[src/rtl/boot_loader_pkg.sv]
// Shared definitions for the boot loader: FSM encodings, header field
// positions and the per-region word limit.
package boot_loader_pkg;

  typedef enum logic [2:0] {
    BL_IDLE   = 3'd0,
    BL_LOAD_D = 3'd1,
    BL_LOAD_I = 3'd2,
    BL_DRAIN  = 3'd3,
    BL_DONE   = 3'd4,
    BL_ERROR  = 3'd5
  } bl_state_t;

  // Header word layout: instruction count in the upper half, data count in the lower half
  localparam int HDR_NI_LSB   = 16;
  localparam int HDR_ND_LSB   = 0;
  localparam int BL_MAX_WORDS = 256;

endpackage

[src/rtl/bl_write_port.sv]
// One BRAM write port of the boot loader: word counter for its region plus a
// registered address/data/enable stage that issues each write one cycle later.
module bl_write_port
  import boot_loader_pkg::*;
#(
  parameter int ADDR_WIDTH = 10,
  parameter int DATA_WIDTH = 32,
  parameter int CNT_WIDTH  = 16
) (
  input  logic                  clk,
  input  logic                  rst,
  input  logic                  accept,
  input  logic                  clr,
  input  logic [DATA_WIDTH-1:0] din,
  output logic [CNT_WIDTH-1:0]  cnt,
  output logic [ADDR_WIDTH-1:0] w_addr,
  output logic [DATA_WIDTH-1:0] w_dat,
  output logic                  w_enb
);

  logic [CNT_WIDTH-1:0]  cnt_p0;
  logic [ADDR_WIDTH-1:0] addr_p1;
  logic [DATA_WIDTH-1:0] dat_p1;
  logic                  vld_p1;

  always_ff @(posedge clk) begin
    if (rst) begin
      cnt_p0 <= '0;
    end else if (clr) begin
      cnt_p0 <= '0;
    end else if (accept) begin
      cnt_p0 <= cnt_p0 + CNT_WIDTH'(1);
    end
  end

  // p0 -> p1: word index becomes a byte address; the BRAM sees it the cycle after transfer
  always_ff @(posedge clk) begin
    if (rst) begin
      vld_p1  <= 1'b0;
      addr_p1 <= '0;
      dat_p1  <= '0;
    end else begin
      vld_p1 <= accept;
      if (accept) begin
        addr_p1 <= {cnt_p0[ADDR_WIDTH-3:0], 2'b00};
        dat_p1  <= din;
      end
    end
  end

  assign cnt    = cnt_p0;
  assign w_addr = addr_p1;
  assign w_dat  = dat_p1;
  assign w_enb  = vld_p1;

endmodule

[src/rtl/boot_loader.sv]
// Stream-fed boot loader: parses a count header, fills data BRAM then
// instruction BRAM, and releases the core once the last write has landed.
module boot_loader
  import boot_loader_pkg::*;
#(
  parameter int ADDR_WIDTH = 10,
  parameter int DATA_WIDTH = 32,
  parameter int CNT_WIDTH  = 16
) (
  input  logic                  clk,
  input  logic                  rst,
  input  logic                  start,
  input  logic                  s_valid,
  input  logic [DATA_WIDTH-1:0] s_data,
  output logic                  s_ready,
  output logic [ADDR_WIDTH-1:0] i_w_addr,
  output logic [DATA_WIDTH-1:0] i_w_dat,
  output logic                  i_w_enb,
  output logic [ADDR_WIDTH-1:0] d_w_addr,
  output logic [DATA_WIDTH-1:0] d_w_dat,
  output logic                  d_w_enb,
  output logic                  d_init_done,
  output logic                  cpu_run,
  output logic                  busy,
  output logic                  error
);

  bl_state_t            state_q, state_d;
  logic [CNT_WIDTH-1:0] n_i_q, n_d_q;
  logic [CNT_WIDTH-1:0] n_i_hdr, n_d_hdr;
  logic [CNT_WIDTH-1:0] i_cnt, d_cnt;
  logic                 ready_st, xfer, hdr_load;
  logic                 d_accept, i_accept, d_last, i_last;

  function automatic logic header_bad(input logic [CNT_WIDTH-1:0] ni,
                                      input logic [CNT_WIDTH-1:0] nd);
    return (ni == '0) || (ni > CNT_WIDTH'(BL_MAX_WORDS)) ||
           (nd > CNT_WIDTH'(BL_MAX_WORDS));
  endfunction

  assign n_i_hdr = s_data[HDR_NI_LSB +: CNT_WIDTH];
  assign n_d_hdr = s_data[HDR_ND_LSB +: CNT_WIDTH];

  // rst only masks the visible ready; internally everything is cleared on the edge anyway
  assign ready_st = (state_q == BL_IDLE) || (state_q == BL_LOAD_D) ||
                    (state_q == BL_LOAD_I);
  assign s_ready  = ready_st & ~rst;
  assign xfer     = s_valid & ready_st;

  assign d_last = (d_cnt + CNT_WIDTH'(1)) == n_d_q;
  assign i_last = (i_cnt + CNT_WIDTH'(1)) == n_i_q;

  always_ff @(posedge clk) begin
    if (rst) begin
      state_q <= BL_IDLE;
    end else begin
      state_q <= state_d;
    end
  end

  always_ff @(posedge clk) begin
    if (rst) begin
      n_i_q <= '0;
      n_d_q <= '0;
    end else if (hdr_load) begin
      n_i_q <= n_i_hdr;
      n_d_q <= n_d_hdr;
    end
  end

  always_comb begin
    state_d     = state_q;
    hdr_load    = 1'b0;
    d_accept    = 1'b0;
    i_accept    = 1'b0;
    busy        = 1'b0;
    error       = 1'b0;
    cpu_run     = 1'b0;
    d_init_done = 1'b0;
    case (state_q)
      BL_IDLE: begin
        if (xfer) begin
          hdr_load = 1'b1;
          if (header_bad(n_i_hdr, n_d_hdr)) begin
            state_d = BL_ERROR;
          end else if (n_d_hdr == '0) begin
            state_d = BL_LOAD_I;
          end else begin
            state_d = BL_LOAD_D;
          end
        end
      end
      BL_LOAD_D: begin
        busy = 1'b1;
        if (xfer) begin
          d_accept = 1'b1;
          if (d_last) state_d = BL_LOAD_I;
        end
      end
      BL_LOAD_I: begin
        busy = 1'b1;
        if (xfer) begin
          i_accept = 1'b1;
          if (i_last) state_d = BL_DRAIN;
        end
      end
      BL_DRAIN: begin
        // the final instruction write is on the BRAM port during this cycle
        busy    = 1'b1;
        state_d = BL_DONE;
      end
      BL_DONE: begin
        cpu_run     = 1'b1;
        d_init_done = 1'b1;
        if (start) state_d = BL_IDLE;
      end
      BL_ERROR: begin
        error = 1'b1;
        if (start) state_d = BL_IDLE;
      end
      default: state_d = BL_IDLE;
    endcase
  end

  bl_write_port #(
    .ADDR_WIDTH(ADDR_WIDTH),
    .DATA_WIDTH(DATA_WIDTH),
    .CNT_WIDTH (CNT_WIDTH)
  ) u_d_port (
    .clk   (clk),
    .rst   (rst),
    .accept(d_accept),
    .clr   (d_accept & d_last),
    .din   (s_data),
    .cnt   (d_cnt),
    .w_addr(d_w_addr),
    .w_dat (d_w_dat),
    .w_enb (d_w_enb)
  );

  bl_write_port #(
    .ADDR_WIDTH(ADDR_WIDTH),
    .DATA_WIDTH(DATA_WIDTH),
    .CNT_WIDTH (CNT_WIDTH)
  ) u_i_port (
    .clk   (clk),
    .rst   (rst),
    .accept(i_accept),
    .clr   (i_accept & i_last),
    .din   (s_data),
    .cnt   (i_cnt),
    .w_addr(i_w_addr),
    .w_dat (i_w_dat),
    .w_enb (i_w_enb)
  );

endmodule
[config.mk]
export PLATFORM = sky130hd
export DESIGN_NAME = boot_loader
export DESIGN_NICKNAME = d
export VERILOG_FILES = /design/src/rtl/boot_loader_pkg.sv /design/src/rtl/bl_write_port.sv /design/src/rtl/boot_loader.sv
export SDC_FILE = /design/constraint.sdc
export NUM_CORES = 1
export LEC_CHECK = 0
export ABC_CLOCK_PERIOD_IN_PS = 3300
export CAP_MARGIN = 20
export CORE_MARGIN = 2
export CORE_UTILIZATION = 53
export CTS_CLUSTER_SIZE = 8
export DETAILED_ROUTE_END_ITERATION = 16
export GPL_TIMING_DRIVEN = 0
export HOLD_SLACK_MARGIN = 0.02
export PLACE_DENSITY = 0.91
export SLEW_MARGIN = 5
export SYNTH_ARGS = -nofsm -noshare
export SYNTH_HDL_FRONTEND = slang
export SYNTH_HIERARCHICAL = 1
export SYNTH_SLANG_ARGS = --single-unit
[constraint.sdc]
create_clock -name clk -period 3.3 [get_ports clk]
set_input_delay 0.66 -clock clk [delete_from_list [all_inputs] [get_ports clk]]
set_output_delay 0.66 -clock clk [all_outputs]
set_load 0.05 [all_outputs]
==> flow_summary.toml, run 1 <==
[outcome]
outcome = "finished, final reports clean"

[critical_path]
end_kind = "primary output"
path_class = "primary input to primary output"
critPathLaunchType = "primary input"
cp.required_ns = 2.64
timing.rr.start = "u_i_port/cnt[4]"
rr_worst_depth = 10
crit_slowest_cell = "dlygate4sd2_1"
slowest_delay_ns = 0.59
critPathArrivalTime_ns = 2.42
cp_top_family = "buffers and inverters"
path_cells = "clkdlybuf4s50_1 -> clkbuf_1 -> a211oi_1 -> dlygate4sd2_1"
crit_path_max_fanout = 9
rrSetupSlack_ns = 0.24
path_buf_inv = 3
r2r_end = "u_i_port/cnt[0]"

[cells_and_area]
layout-drive-gt1-share_pct = 6.61
n_fill_cell = 858
syn_to_final_growth_pct = 29.2
fin_util_pct = 70.4
fin_cells = 1110
final_cell_mix = "dfxtp_1, clkdlybuf4s50_1, nor2_1"
antenna-diode-count = 0
final_cell_area_um2 = 8920
final_common_cell = "dfxtp_1"
fin_nets = 967

[sta]
slew_headroom_pct = 55.9
finalCritPeriodShare_pct = 93.2
setup_violations = 0
min_period_ns = 3.08
worst_pin_slew_ns = 0.661
grt_setup_unrepaired = "no"
hold_viol = 0
max_freq_mhz = 325
maxSlewViolCount = 0
finalClockSkew_ns = 0.00754

[clocking]
clockRootBuffer = "clkbuf_16"
clk_pin_slew_worst_paths_ns = 0.06
postCtsSetupBuffers = 0
clock_latency_ns = 0.44
cts_tree = "yes"
h-tree-depth = 4
cts_buffers = 17
cts_resized = 1
ctsHoldBuffers = 0
clock-sinks = 149
ctsLongestPathBuffers = 2

[power_and_ir_drop]
total_power_mw = 4.92
p_sw_share_pct = 31.1
p_int_mw = 3.39
powerDensity_nw_per_um2 = 551
peakVddDrop_uv = 479
leakage_nw = 3.09
clockPowerShare_pct = 39.0
switchingPower_mw = 1.53
power.share.combinational_pct = 20.4
power_frac_seq_pct = 40.6

[floorplan]
core_area_um2 = 12700
ioPinCount = 127
initial_core_util_pct = 54.5
row_count = 41
chipHeight_um = 118
die_area_um2 = 14000
die_width_um = 118

[worst_hold_path]
holdPathStages = 2
worstHoldEndpoint = "n_d_q[2]"
holdCritStartpoint = "n_d_q[2]"
hp-class = "flip-flop to flip-flop"

[detailed_routing]
drc = 0
ant_nets = 0
drt_pass1_iterations = 5
wl_per_cell_um = 18.5
viasPerCell = 5.96
drt_iter0_markers = 476
drt-total-wl_um = 20500
vias = 6611

[logic_synthesis]
yosys.area_share.simple_pct = 24.2
synthArstFlopShare_pct = 0
synth.distinct_cells = 52
synthXorXnorAreaFrac_pct = 5.71
synth_compound_area_share_pct = 8.89
synthFlopType = "dfxtp_1"
synth-edff-count = 0
synth_area_um2 = 6910
synth_top_family_by_area = "simple AND/OR/NAND/NOR gates"
yosys_warnings = 6
synthMuxAreaShare_pct = 13.5
synthAdderAreaFrac_pct = 0.725
synth_seq_cells = 149
synth_cells = 785
avgSynthCellArea_um2 = 8.80
yosysSeqAreaShare_pct = 43.2

[grt]
antenna_found_initial = 0
grt_usage_pct = 29.5
grt_max_degree = 17
grt_first_pass_wirelength_um = 32700
overflow = 0
grt_pass1_vias = 6417

[job]
max-cap-violations = 0

[place]
portBuffers = 122
dp_hpwl_um = 13600
post_dp_cell_area_um2 = 8350
place_inst = 1081
gp_congestion = 0.904
-- routing by layer --
layer  wire length [µm]  GRT usage (%)
met1               8070           34.6
met2               9640           48.5
met3               2060           9.99
met4                747           13.6
met5                  0              0
-- how the worst max path moves through the flow --
stage,from,endpoint,slack (ns),cells past startpoint
2_1_floorplan,rst,s_ready,0.56,2
3_3_place_gp,rst,s_ready,-0.03,4
3_5_place_dp,rst,s_ready,-0.07,4
4_1_cts,u_d_port/cnt[0],u_d_port/cnt[4],0.14,11
5_1_grt,u_i_port/cnt[4],u_i_port/cnt[6],0.07,10
6_report,rst,s_ready,0.22,4
-- area by class of cell --
type | count | area [µm²] | share of cell area (%)
Clock inverter | 13 | 150 | 1.68
Inverter | 9 | 33.8 | 0.379
Buffer | 46 | 221 | 2.48
Multi-Input combinational cell | 582 | 3670 | 41.2
Clock buffer | 17 | 425 | 4.77
Sequential cell | 149 | 2980 | 33.4
Timing Repair Buffer | 122 | 1220 | 13.7
Tap cell | 172 | 215 | 2.41
-- power by group through the flow --
| stage | logic (mW) | registers (mW) | clock network, mW |
|---|---|---|---|
| 6_report | 1.00 | 2.00 | 1.92 |
| 3_3_place_gp | 0.944 | 2.02 | 0 |
| 4_1_cts | 0.989 | 1.99 | 1.92 |
| 5_1_grt | 1.06 | 2.01 | 1.99 |
| 3_5_place_dp | 0.968 | 2.03 | 0 |
| 2_1_floorplan | 0.516 | 2.17 | 0 |
-- synthesized netlist by cell type (all sizes together), types with 5 or more instances --
library cell  number  area [µm²]
a211oi             7        52.6
a21oi             48         240
a31oi              6        37.5
and2               5        31.3
and3               6        37.5
and4               6        52.6
buf               20         124
clkbuf            27         101
dfxtp            149        2980
inv                9        33.8
mux2i             93         931
nand2             96         360
nand3             19         105
nand4             23         174
nor2             104         390
nor2b              5        38.8
nor3              11        55.1
nor4              22         144
o21ai             13        65.1
o31ai             10        80.1
or3               15        93.8
or4               11        86.3
xnor2             21         184
xor2              24         210
-- worst register-to-register path: cells and delay by family (launching register included) --
family                    cells  cell delay (ns)
AOI/OAI and AO/OA             1             0.12
xor gates and xnor gates      1             0.18
buffers and inverters         2             0.71
DFF                           1             0.44
and+or+nand+nor               6             1.48
-- flip-flops by register name, summed over array words and instances, names as in the netlist --
| register | flops |
|---|---|
| u_d_port/w_enb | 1 |
| u_i_port/w_dat | 32 |
| u_i_port/cnt | 16 |
| u_i_port/w_enb | 1 |
| state_q | 3 |
| n_i_q | 16 |
| u_i_port/w_addr | 8 |
| u_d_port/cnt | 16 |
| u_d_port/w_dat | 32 |
| u_d_port/w_addr | 8 |
| n_d_q | 16 |
-- cells by family (layout without fill, tap and decap cells) --
family	after synthesis	after routing
muxes	93	93
AOI/OAI and AO/OA	100	100
buffers and inverters	56	207
DFF	149	149
xor gates and xnor gates	45	45
and+or+nand+nor	336	336
adders and majority gates	4	4
other	2	4
-- metrics by stage --
stage	TNS, ns	setup slack, ns	hold WS (ns)
floorplan	0	0.558	0.448
finish	0	0.225	0.470
CTS	0	0.142	0.469
global placement	-0.0267	-0.0267	0.455
global route	0	0.0692	0.495
detailed placement	-0.0727	-0.0727	0.461
Note: power is estimated with default switching activity, not from simulation.
==> inputs of run 2 (changes only) <==
--- a/config.mk
+++ b/config.mk
@@ -7,13 +7,15 @@
 export LEC_CHECK = 0
 export ABC_CLOCK_PERIOD_IN_PS = 3300
 export CAP_MARGIN = 20
+export CELL_PAD_IN_SITES_DETAIL_PLACEMENT = 1
+export CELL_PAD_IN_SITES_GLOBAL_PLACEMENT = 2
 export CORE_MARGIN = 2
-export CORE_UTILIZATION = 53
+export CORE_UTILIZATION = 31
 export CTS_CLUSTER_SIZE = 8
 export DETAILED_ROUTE_END_ITERATION = 16
 export GPL_TIMING_DRIVEN = 0
 export HOLD_SLACK_MARGIN = 0.02
-export PLACE_DENSITY = 0.91
+export PLACE_DENSITY = 0.89
 export SLEW_MARGIN = 5
 export SYNTH_ARGS = -nofsm -noshare
 export SYNTH_HDL_FRONTEND = slang
==> flow_summary.toml, run 2 (synthesis gave the netlist of run 1 again) <==
[outcome]
outcome = "finished, final reports clean"

[worst_hold_path]
holdCritStartpoint = "n_d_q[3]"
hp-class = "flip-flop to flip-flop"
holdPathStages = 2
worstHoldEndpoint = "n_d_q[3]"

[cells_and_area]
antenna-diode-count = 0
final_cell_mix = "dfxtp_1, clkdlybuf4s50_1, nor2_1"
n_fill_cell = 2535
syn_to_final_growth_pct = 31.0
fin_nets = 966
final_cell_area_um2 = 9050
layout-drive-gt1-share_pct = 6.92
final_common_cell = "dfxtp_1"

[critical_path]
rrSetupSlack_ns = 0.51
end_kind = "primary output"
cp.required_ns = 2.64
timing.rr.start = "u_d_port/cnt[6]"
critPathArrivalTime_ns = 2.44
crit_path_max_fanout = 9
path_class = "primary input to primary output"
critPathLaunch = "rst"
critPathLaunchType = "primary input"
rr_worst_depth = 9
r2r_end = "u_d_port/cnt[9]"

[clocking]
cts_buffers = 17
clock_latency_ns = 0.43
ctsLongestPathBuffers = 2
postCtsSetupBuffers = 0
h-tree-depth = 4
clk_pin_slew_worst_paths_ns = 0.07
clock-sinks = 149
cts_tree = "yes"
clockRootBuffer = "clkbuf_16"

[sta]
finalClockSkew_ns = 0.00886
max_freq_mhz = 323
maxSlewViolCount = 0
hold_viol = 0
min_period_ns = 3.10
grt_setup_unrepaired = "no"
slew_headroom_pct = 57.2
tns_ns = 0
worst_pin_slew_ns = 0.638
hold_slack_ns = 0.467
finalCritPeriodShare_pct = 93.8
setup_ws_ns = 0.205
setup_violations = 0

[floorplan]
chipHeight_um = 153
row_count = 54
initial_core_util_pct = 31.7
die_width_um = 153
ioPinCount = 127
core_area_um2 = 21800
die_area_um2 = 23500

[job]
max-cap-violations = 0

[detailed_routing]
drt-total-wl_um = 21300
drt_pass1_iterations = 5
drc = 0
viasPerCell = 5.12
ant_nets = 0
vias = 6241
wl_per_cell_um = 17.5
drt_iter0_markers = 226

[power_and_ir_drop]
leakage_nw = 3.09
powerDensity_nw_per_um2 = 541
peakVddDrop_uv = 276
total_power_mw = 4.90

[grt]
antenna_found_initial = 0
grt_pass1_vias = 6328
grt_max_degree = 17
grt_usage_pct = 18.0
overflow = 0
grt_first_pass_wirelength_um = 34200

[place]
place_ws_ns = -0.133
post_dp_cell_area_um2 = 8490
dp_hpwl_um = 15400
gp_congestion = 0.818
portBuffers = 122
-- run 2: cell count changes in the layout (fill, tap and decap cells not counted), sizes merged --
cell      change
clkinv        -2
bufinv        -1
clkinvlp      +1
inv           +3
-- run 2: worst max-delay path, stage by stage --
cell and delay, ns:
clkdlybuf4s50_1 0.52, clkbuf_1 0.29, a211oi_1 0.35, dlygate4sd2_1 0.62
-- run 2: repair_timing --
item / CTS / global route
endpoints found under the setup margin: 1 / 20
hold buffers: 0 / 0
resized for setup: 1 / 3
hold endpoints to repair: 0 / 0
-- run 2: metal layers --
| layer | track usage [%] | part of all wire, % | vias up |
|---|---|---|---|
| met3 | 4.73 | 5.1 | 27 |
| met2 | 29.2 | 45 | 139 |
| met4 | 4.94 | 1.4 | 0 |
| li1 | - | - | 3050 |
| met1 | 23.7 | 48 | 3025 |
| met5 | 0 | 0 | - |
-- run 2: worst max-delay path by stage --
stage | to | slack (ns) | cells past startpoint
2_1_floorplan | s_ready | 0.56 | 2
3_3_place_gp | s_ready | -0.06 | 4
3_5_place_dp | s_ready | -0.13 | 4
4_1_cts | u_d_port/cnt[4] | 0.01 | 11
5_1_grt | s_ready | 0.08 | 4
6_report | s_ready | 0.20 | 4
-- run 2: area by class of cell --
class / count / area [µm²] / area share (%)
Buffer: 45 / 219 / 2.42
Clock buffer: 18 / 429 / 4.74
Clock inverter: 14 / 141 / 1.56
Inverter: 9 / 33.8 / 0.373
Multi-Input combinational cell: 582 / 3670 / 40.6
Sequential cell: 149 / 2980 / 33.0
Tap cell: 280 / 350 / 3.87
Timing Repair Buffer: 122 / 1220 / 13.5
-- run 2: power breakdown --
group | switching [mW] | leakage (nW) | internal, mW
Sequential | 0.0878 | 1.21 | 1.91
Combinational | 0.623 | 1.61 | 0.366
Clock | 0.856 | 0.272 | 1.06
Total | 1.57 | 3.09 | 3.33
-- run 2: metrics by stage --
step / cells / utilization, %
final: 1219 / 41.5
after global routing: 1219 / 41.5
after CTS: 1221 / 41.5
after detailed placement: 1189 / 38.9
after global placement: 1189 / 38.9
after floorplan: 787 / -
==> inputs of run 3 (changes only) <==
--- a/config.mk
+++ b/config.mk
@@ -16,6 +16,7 @@
 export GPL_TIMING_DRIVEN = 0
 export HOLD_SLACK_MARGIN = 0.02
 export PLACE_DENSITY = 0.89
+export RECOVER_POWER = 100
 export SLEW_MARGIN = 5
 export SYNTH_ARGS = -nofsm -noshare
 export SYNTH_HDL_FRONTEND = slang
==> flow_summary.toml, run 3 (synthesis gave the netlist of run 1 again) <==
[floorplan]
core_area_um2 = 21800
ioPinCount = 127
initial_core_util_pct = 31.7
die_area_um2 = 23500
die_width_um = 153
chipHeight_um = 153
row_count = 54

[detailed_routing]
viasPerCell = 5.11
drt_iter0_markers = 236
drc = 0
drt-total-wl_um = 21200
drt_pass1_iterations = 4
wl_met2_um = 9620
route.met3.wl_um = 1140
ant_nets = 0
dr.max_layer_used = "met4"
wl_per_cell_um = 17.4
wl_met1_um = 10200
vias = 6225

[critical_path]
path_buf_inv = 3
critPathArrivalTime_ns = 2.44
crit_path_max_fanout = 9
cp_top_family = "buffers and inverters"
crit_slowest_cell = "dlygate4sd2_1"
slowest_delay_ns = 0.62
end_kind = "primary output"
path_class = "primary input to primary output"
cp.required_ns = 2.64
path_cells = "clkdlybuf4s50_1 -> clkbuf_1 -> a211oi_1 -> dlygate4sd2_1"
critPathLaunchType = "primary input"

[worst_hold_path]
hp-class = "flip-flop to flip-flop"

[place]
post_dp_cell_area_um2 = 8490
place_inst = 1189
gp_congestion = 0.818
dp_hpwl_um = 15400
portBuffers = 122

[grt]
grt_first_pass_wirelength_um = 34200
antenna_found_initial = 0
grt_usage_pct = 18.0
overflow = 0
grt_max_degree = 17
grt_pass1_vias = 6328

[cells_and_area]
fin_cells = 1219
antenna-diode-count = 0
layout-drive-gt1-share_pct = 6.18
fin_nets = 966
final_cell_mix = "dfxtp_1, nor2_1, nand2_1"
n_fill_cell = 2539
final_common_cell = "dfxtp_1"
syn_to_final_growth_pct = 30.7
seq_area_um2 = 2980
final_cell_area_um2 = 9030
multi_input_area_um2 = 3660

[sta]
hold_slack_ns = 0.468
finalCritPeriodShare_pct = 93.9
grt_setup_unrepaired = "no"
min_period_ns = 3.10
finalClockSkew_ns = 0.00945
setup_violations = 0
maxSlewViolCount = 0
slew_headroom_pct = 40.5
max_freq_mhz = 323
tns_ns = 0
hold_viol = 0
worst_pin_slew_ns = 0.893

[power_and_ir_drop]
powerDensity_nw_per_um2 = 539
peakVddDrop_uv = 276
leakage_nw = 3.36
total_power_mw = 4.87

[clocking]
cts_tree = "yes"
ctsLongestPathBuffers = 2
h-tree-depth = 4
clk_pin_slew_worst_paths_ns = 0.06
clock-sinks = 149
clockRootBuffer = "clkbuf_16"
cts_buffers = 17
clock_latency_ns = 0.43

[outcome]
outcome = "finished, final reports clean"

[job]
max-cap-violations = 0
[run 3: cell types whose count changed in the layout (fill, tap and decap cells not counted), sizes merged]
| cell | change |
|---|---|
| clkbuf | +7 |
| dlygate4sd3 | +88 |
| buf | -7 |
| clkdlybuf4s50 | -88 |
[run 3: layout make-up]
class / instances / share of cell area, %
multi-input combinational: 582 / 40.6
sequential: 149 / 33.0
timing repair buffer: 122 / 13.5
clock buffer: 18 / 4.75
tap: 280 / 3.88
buffer: 45 / 2.33
clock inverter: 14 / 1.57
inverter: 9 / 0.374
[run 3: worst min-delay path, stage by stage (launching register included)]
cell and delay, ns:
dfxtp_1 0.32, nand2_1 0.05, a21oi_1 0.05
[run 3: metrics by stage]
step	util [%]	setup WS (ns)
after floorplan	-	0.558
after global placement	38.9	-0.0597
final	41.4	0.200
after global routing	41.4	0.0428
after detailed placement	38.9	-0.133
after CTS	41.5	0.0133
[run 3: power breakdown]
group          total [mW]  switching, mW  leakage, nW  internal (mW)
logic               0.965          0.621         1.88          0.344
registers            1.99         0.0852         1.21           1.91
clock network        1.91          0.851        0.272           1.06
[run 3: timing repair]
| action | CTS | global route |
|---|---|---|
| endpoints found under the setup margin | 1 | 20 |
| hold buffers | 0 | 0 |
| resized for setup | 1 | 3 |
| buffers inserted | 0 | 0 |
[run 3: final timing paths]
path              startpoint          endpoint  slack (ns)  cells past startpoint
setup / recovery         rst           s_ready        0.20                      4
hold / removal      n_d_q[3]          n_d_q[3]        0.47                      2
setup reg to reg  state_q[1]  u_i_port/cnt[15]        0.46                      7
hold reg to reg     n_d_q[3]          n_d_q[3]        0.47                      2
[run 3: metal layers]
| layer | GRT usage (%) | vias up |
|---|---|---|
| met1 | 23.7 | 3019 |
| met2 | 29.2 | 137 |
| met3 | 4.73 | 21 |
| li1 | - | 3048 |
| met4 | 4.94 | 0 |
| met5 | 0 | - |
